$ cat config.mk
export PLATFORM = sky130hd
export DESIGN_NAME = led_blink_ctrl
export DESIGN_NICKNAME = d
export VERILOG_FILES = /design/src/rtl/led_ctrl_pkg.sv /design/src/rtl/led_tick_gen.sv /design/src/rtl/led_blink_ctrl.sv
export SDC_FILE = /design/constraint.sdc
export NUM_CORES = 1
export LEC_CHECK = 0
export ABC_AREA = 0
export CAP_MARGIN = 20
export CORE_MARGIN = 1
export CORE_UTILIZATION = 50
export CTS_CLUSTER_SIZE = 8
export DETAILED_ROUTE_END_ITERATION = 8
export HOLD_SLACK_MARGIN = 0.1
export PLACE_DENSITY = 0.69
export SYNTH_ARGS = -nofsm -noshare
export SYNTH_HDL_FRONTEND = slang
export SYNTH_HIERARCHICAL = 1
export SYNTH_SLANG_ARGS = --single-unit
$ cat constraint.sdc
create_clock -name clk_i -period 4 [get_ports clk_i]
set_clock_uncertainty 0.05 [all_clocks]
set_input_delay 0.8 -clock clk_i [delete_from_list [all_inputs] [get_ports clk_i]]
set_output_delay 0.8 -clock clk_i [all_outputs]
set_load 0.02 [all_outputs]
$ cat src/rtl/led_ctrl_pkg.sv
// Shared encodings for the LED blink controller: requester modes, controller states
// and a counter-width helper.
package led_ctrl_pkg;

  typedef enum logic [1:0] {
    LED_OFF  = 2'b00,
    LED_ON   = 2'b01,
    LED_SLOW = 2'b10,
    LED_FAST = 2'b11
  } led_mode_e;

  typedef enum logic [1:0] {
    ARB       = 2'b00,
    PULSE_ON  = 2'b01,
    PULSE_OFF = 2'b10
  } ctrl_state_e;

  // Width able to hold 0..n-1, never narrower than one bit.
  function automatic int unsigned cnt_width(input int unsigned n);
    return (n > 1) ? $clog2(n) : 1;
  endfunction

endpackage

$ cat src/rtl/led_tick_gen.sv
// Free-running prescaler producing a tick every TICK_DIV clocks, plus the shared
// slow and fast blink phases that every blinking requester follows in lockstep.
module led_tick_gen
  import led_ctrl_pkg::*;
#(
  parameter int unsigned TICK_DIV  = 50000,
  parameter int unsigned SLOW_HALF = 500,
  parameter int unsigned FAST_HALF = 125
) (
  input  logic clk_i,
  input  logic rst_ni,
  output logic tick_o,
  output logic slow_ph_o,
  output logic fast_ph_o
);

  localparam int unsigned PW = cnt_width(TICK_DIV);
  localparam int unsigned SW = cnt_width(SLOW_HALF);
  localparam int unsigned FW = cnt_width(FAST_HALF);
  localparam logic [PW-1:0] PRESC_MAX = PW'(TICK_DIV - 1);
  localparam logic [SW-1:0] SLOW_MAX  = SW'(SLOW_HALF - 1);
  localparam logic [FW-1:0] FAST_MAX  = FW'(FAST_HALF - 1);

  logic [PW-1:0] presc_q, presc_d;
  logic [SW-1:0] slow_cnt_q, slow_cnt_d;
  logic [FW-1:0] fast_cnt_q, fast_cnt_d;
  logic          slow_ph_q, slow_ph_d;
  logic          fast_ph_q, fast_ph_d;
  logic          tick;

  always_comb begin
    tick       = (presc_q == PRESC_MAX);
    presc_d    = tick ? '0 : presc_q + 1'b1;
    slow_cnt_d = slow_cnt_q;
    slow_ph_d  = slow_ph_q;
    fast_cnt_d = fast_cnt_q;
    fast_ph_d  = fast_ph_q;
    // Phase counters advance on ticks only and clear explicitly at their half-period.
    if (tick) begin
      if (slow_cnt_q == SLOW_MAX) begin
        slow_cnt_d = '0;
        slow_ph_d  = ~slow_ph_q;
      end else begin
        slow_cnt_d = slow_cnt_q + 1'b1;
      end
      if (fast_cnt_q == FAST_MAX) begin
        fast_cnt_d = '0;
        fast_ph_d  = ~fast_ph_q;
      end else begin
        fast_cnt_d = fast_cnt_q + 1'b1;
      end
    end
  end

  always_ff @(posedge clk_i or negedge rst_ni) begin
    if (!rst_ni) begin
      presc_q    <= '0;
      slow_cnt_q <= '0;
      fast_cnt_q <= '0;
      slow_ph_q  <= 1'b0;
      fast_ph_q  <= 1'b0;
    end else begin
      presc_q    <= presc_d;
      slow_cnt_q <= slow_cnt_d;
      fast_cnt_q <= fast_cnt_d;
      slow_ph_q  <= slow_ph_d;
      fast_ph_q  <= fast_ph_d;
    end
  end

  assign tick_o    = tick;
  assign slow_ph_o = slow_ph_q;
  assign fast_ph_o = fast_ph_q;

endmodule

$ cat src/rtl/led_blink_ctrl.sv
// Fixed-priority LED arbiter: requesters choose OFF/ON/SLOW/FAST, and a one-shot
// pulse burst of N flashes pre-empts them. All outputs are registered.
module led_blink_ctrl
  import led_ctrl_pkg::*;
#(
  parameter int unsigned NREQ      = 4,
  parameter int unsigned TICK_DIV  = 50000,
  parameter int unsigned SLOW_HALF = 500,
  parameter int unsigned FAST_HALF = 125
) (
  input  logic              clk_i,
  input  logic              rst_ni,
  input  logic [NREQ-1:0]   req_i,
  input  logic [2*NREQ-1:0] mode_i,
  input  logic              pulse_start_i,
  input  logic [3:0]        pulse_count_i,
  output logic              led_o,
  output logic [NREQ-1:0]   grant_o,
  output logic              busy_o
);

  localparam int unsigned PHASE_CYC = FAST_HALF * TICK_DIV;
  localparam int unsigned TW        = cnt_width(PHASE_CYC);
  localparam logic [TW-1:0] TIMER_MAX = TW'(PHASE_CYC - 1);

  ctrl_state_e     state_q, state_d;
  logic [3:0]      count_q, count_d;
  logic [TW-1:0]   timer_q, timer_d;
  logic            led_q, led_d;
  logic            busy_q, busy_d;
  logic [NREQ-1:0] grant_q, grant_d;

  logic            slow_ph, fast_ph;
  logic [NREQ-1:0] winner_oh;
  led_mode_e       win_mode;
  logic            found;
  logic            timeout;

  led_tick_gen #(
    .TICK_DIV (TICK_DIV),
    .SLOW_HALF(SLOW_HALF),
    .FAST_HALF(FAST_HALF)
  ) u_tick_gen (
    .clk_i    (clk_i),
    .rst_ni   (rst_ni),
    .tick_o   (),
    .slow_ph_o(slow_ph),
    .fast_ph_o(fast_ph)
  );

  // Lowest-index active requester wins; with no requester the LED is driven off.
  always_comb begin
    winner_oh = '0;
    win_mode  = LED_OFF;
    found     = 1'b0;
    for (int i = 0; i < NREQ; i++) begin
      if (req_i[i] && !found) begin
        found        = 1'b1;
        winner_oh[i] = 1'b1;
        win_mode     = led_mode_e'(mode_i[2*i +: 2]);
      end
    end
  end

  assign timeout = (timer_q == TIMER_MAX);

  always_comb begin
    state_d = state_q;
    count_d = count_q;
    timer_d = timer_q;
    led_d   = 1'b0;
    busy_d  = busy_q;
    grant_d = '0;
    unique case (state_q)
      ARB: begin
        if (pulse_start_i && (pulse_count_i != 4'd0)) begin
          state_d = PULSE_ON;
          count_d = pulse_count_i;
          timer_d = '0;
          busy_d  = 1'b1;
          led_d   = 1'b1;
        end else begin
          busy_d  = 1'b0;
          grant_d = winner_oh;
          unique case (win_mode)
            LED_OFF:  led_d = 1'b0;
            LED_ON:   led_d = 1'b1;
            LED_SLOW: led_d = slow_ph;
            LED_FAST: led_d = fast_ph;
            default:  led_d = 1'b0;
          endcase
        end
      end
      PULSE_ON: begin
        busy_d = 1'b1;
        if (timeout) begin
          state_d = PULSE_OFF;
          timer_d = '0;
          count_d = count_q - 1'b1;
          led_d   = 1'b0;
        end else begin
          timer_d = timer_q + 1'b1;
          led_d   = 1'b1;
        end
      end
      PULSE_OFF: begin
        busy_d = 1'b1;
        if (timeout) begin
          timer_d = '0;
          if (count_q != 4'd0) begin
            state_d = PULSE_ON;
            led_d   = 1'b1;
          end else begin
            // Burst finished: one idle cycle, then arbitration drives the outputs again.
            state_d = ARB;
            busy_d  = 1'b0;
          end
        end else begin
          timer_d = timer_q + 1'b1;
        end
      end
      default: begin
        state_d = ARB;
        busy_d  = 1'b0;
      end
    endcase
  end

  always_ff @(posedge clk_i or negedge rst_ni) begin
    if (!rst_ni) begin
      state_q <= ARB;
      count_q <= '0;
      timer_q <= '0;
      led_q   <= 1'b0;
      busy_q  <= 1'b0;
      grant_q <= '0;
    end else begin
      state_q <= state_d;
      count_q <= count_d;
      timer_q <= timer_d;
      led_q   <= led_d;
      busy_q  <= busy_d;
      grant_q <= grant_d;
    end
  end

  assign led_o   = led_q;
  assign grant_o = grant_q;
  assign busy_o  = busy_q;

endmodule

==> flow_metrics.env <==
export IMPL_syn_to_final_growth_pct=13.14
export IMPL_syn_inst=401
export IMPL_status="finished clean"
export IMPL_synthTopCellsByArea="dfrtp_1, xnor2_1, nor2_1"
export IMPL_final_common_cell="dfrtp_1"
export IMPL_path_max_fanout=11
export IMPL_worstPathArrival_ps=2900
export IMPL_rr_endpoint="timer_q[20]"
export IMPL_synth_nets=430
export IMPL_fin_crit_ps=2684
export IMPL_cts_resized=0
export IMPL_ios=25
export IMPL_core_area_um2=7331
export IMPL_via_count=3013
export IMPL_synth_cell_types=61
export IMPL_yosys_area_top_type="dfrtp_1"
export IMPL_crit_required_ps=4210
export IMPL_core_rowCount=31
export IMPL_worst_pin_slew_ps=897.8
export IMPL_hold_slack_ps=414.3
export IMPL_grt_pass1_wl_um=13390
export IMPL_endpoint="timer_q[20]"
export IMPL_relSlewSlack_pct=40.14
export IMPL_async_flop_share_pct=100.0
export IMPL_power_density_nw_per_um2=423.4
export IMPL_first_global_vias=2915
export IMPL_numCtsBuffers=9
export IMPL_dieArea_um2=8026
export IMPL_grt_start_max_net_pins=42
export IMPL_r2r_start="state_q[0]"
export IMPL_drv_cap=0
export IMPL_root_buffer="clkbuf_8"
export IMPL_antenna_found_initial=0
export IMPL_gp_congestion=0.7945
export IMPL_postPlaceCellArea_um2=4144
export IMPL_fillers=642
export IMPL_cts_setup_buffers=0
export IMPL_totalWireLength_um=7630
export IMPL_r2r_cells=7
export IMPL_fp_dieW_um=89.59
export IMPL_cts_max_path_buffers=2
export IMPL_drtAntennaViolNets=0
export IMPL_drt_iter0_drc=97
export IMPL_hold_buffers=0
export IMPL_wire_per_inst_um=14.40
export IMPL_start_util_pct=52.33
export IMPL_p_leak_nw=1.826
export IMPL_ys_warn_count=6
export IMPL_hold_viol=0
export IMPL_rsz0062_at_grt="no"
export IMPL_clock_sinks=69
export IMPL_port_buffers=24
export IMPL_design_area_um2=4340
export IMPL_ys_flop_type="dfrtp_1"
export IMPL_finalSetupViolations=0
export IMPL_hpwlAfterDp_um=5342
export IMPL_synth_top_cell_area_share_pct=45.01
export IMPL_slew_violations=0
export IMPL_finalNetCount=456
export IMPL_cp_start_kind="primary input"
export IMPL_drc_errors=0
export IMPL_period_share_pct=67.10
export IMPL_syn_cell_area_um2=3836
export IMPL_crit_path_end_kind="register"
export IMPL_ys_ff_latch=69
export IMPL_setup_tns_ps=0
export IMPL_track_usage_pct=21.79
export IMPL_final_core_util_pct=59.21
export IMPL_final_cell_mix="dfrtp_1, nor2_1, nand2_1"
export IMPL_final_layout_size_suffix_gt1_share_pct=7.889
export IMPL_ys_seq_area_share_pct=45.01
export IMPL_synth_edf_count=0
export IMPL_drtPass1Iterations=4
export IMPL_overflow=0
export IMPL_path_clk_slew_ps=70
export IMPL_cp_startpoint="pulse_count_i[2]"
export IMPL_die_y_um=89.59
export IMPL_clock_latency_ps=340
export IMPL_r2r_slack_ps=1650
export IMPL_hp_class="reg2reg"
export IMPL_n_antenna_cell=0
export IMPL_fmax_mhz=372.6
export IMPL_crit_type="in2reg"
export IMPL_cts_tree="done"
export IMPL_viasPerCell=5.685
export IMPL_avgSynthCellArea_um2=9.567
export IMPL_cts_htree_levels=3
export IMPL_ir_drop_mv=0.2106
==> cells in the mapped netlist (all sizes together) (2+ instances only) <==
cell and count:
nor2b 3, nand3 23, mux2i 5, a31oi 11
and4 6, dfrtp 69, o22ai 3, mux2 2
and3 12, a211oi 5, o31ai 3, inv 23
xor2 9, nor3 12, nor4bb 4, o21ai 28
buf 8, ha 10, xnor2 17, nor4 5
and2 2, a22o 7, clkbuf 5, or3 7
a41oi 6, nand2b 4, or2 2, nand4 12
nor3b 3, nor4b 5, a21oi 15, nand2 26
nor2 36
==> metrics by stage <==
stage | power, mW | std cells | setup slack [ps]
after global routing | 1.944 | 530 | 1194
after detailed placement | 1.292 | 514 | 939.5
after global placement | 1.281 | 514 | 979.5
after CTS | 1.850 | 529 | 1322
after floorplan | 1.142 | 401 | 1744
final | 1.838 | 530 | 1316
==> how the worst min path moves through the flow <==
stage	startpoint	endpoint	slack, ps	cells past startpoint
5_1_grt	u_tick_gen/fast_ph_o	u_tick_gen/fast_ph_o	440	1
4_1_cts	u_tick_gen/slow_ph_o	u_tick_gen/slow_ph_o	410	1
2_1_floorplan	u_tick_gen/slow_ph_o	u_tick_gen/slow_ph_o	380	1
3_5_place_dp	u_tick_gen/slow_ph_o	u_tick_gen/slow_ph_o	400	1
3_3_place_gp	u_tick_gen/fast_ph_o	u_tick_gen/fast_ph_o	400	1
6_report	u_tick_gen/slow_ph_o	u_tick_gen/slow_ph_o	410	1
==> sequential cells by signal, indices dropped and copies added (netlist names) <==
register and flops:
grant_o 4, timer_q 23, led_o 1, u_tick_gen/fast_ph_o 1, count_q 4, u_tick_gen/presc_q 16
u_tick_gen/slow_ph_o 1, busy_o 1, state_q 2, u_tick_gen/fast_cnt_q 7, u_tick_gen/slow_cnt_q 9
==> logic make-up after synthesis <==
| family | Yosys count | synth area share, % |
|---|---|---|
| AOI/OAI and AO/OA | 87 | 15.10 |
| xor gates and xnor gates | 26 | 5.936 |
| adders and majority gates | 10 | 3.262 |
| buffers and inverters | 36 | 4.175 |
| DFF | 69 | 45.01 |
| muxes | 7 | 1.989 |
| and+or+nand+nor | 166 | 24.53 |
==> power breakdown <==
part           switching (mW)  total, mW  internal [mW]
sequential             0.0357      0.785          0.749
clock                   0.249      0.553          0.303
combinational           0.306      0.501          0.195
total                   0.591       1.84           1.25
==> per-layer routing <==
layer | share of wire, % | vias up | track usage, %
li1 | - | 1512 | -
met4 | 1.7 | 0 | 9.524
met1 | 48 | 1453 | 27.99
met5 | 0 | - | 0
met2 | 47 | 38 | 35.67
met3 | 2.8 | 10 | 4.662
==> cell type report <==
cell class | count | area [µm²] | area share [%]
Clock buffer | 12 | 145.1 | 3.344
Clock inverter | 3 | 46.29 | 1.067
Inverter | 23 | 86.33 | 1.989
Multi-Input combinational cell | 296 | 1949 | 44.91
Sequential cell | 69 | 1727 | 39.78
Tap cell | 99 | 123.9 | 2.854
Timing Repair Buffer | 28 | 262.8 | 6.054
==> worst max-delay path: stages <==
cell and delay (ps):
clkdlybuf4s50_1 440, o41a_1 520, a41oi_2 570, nor3_2 130, a31o_2 270, a31oi_1 160
(Power assumes the default switching activity.)
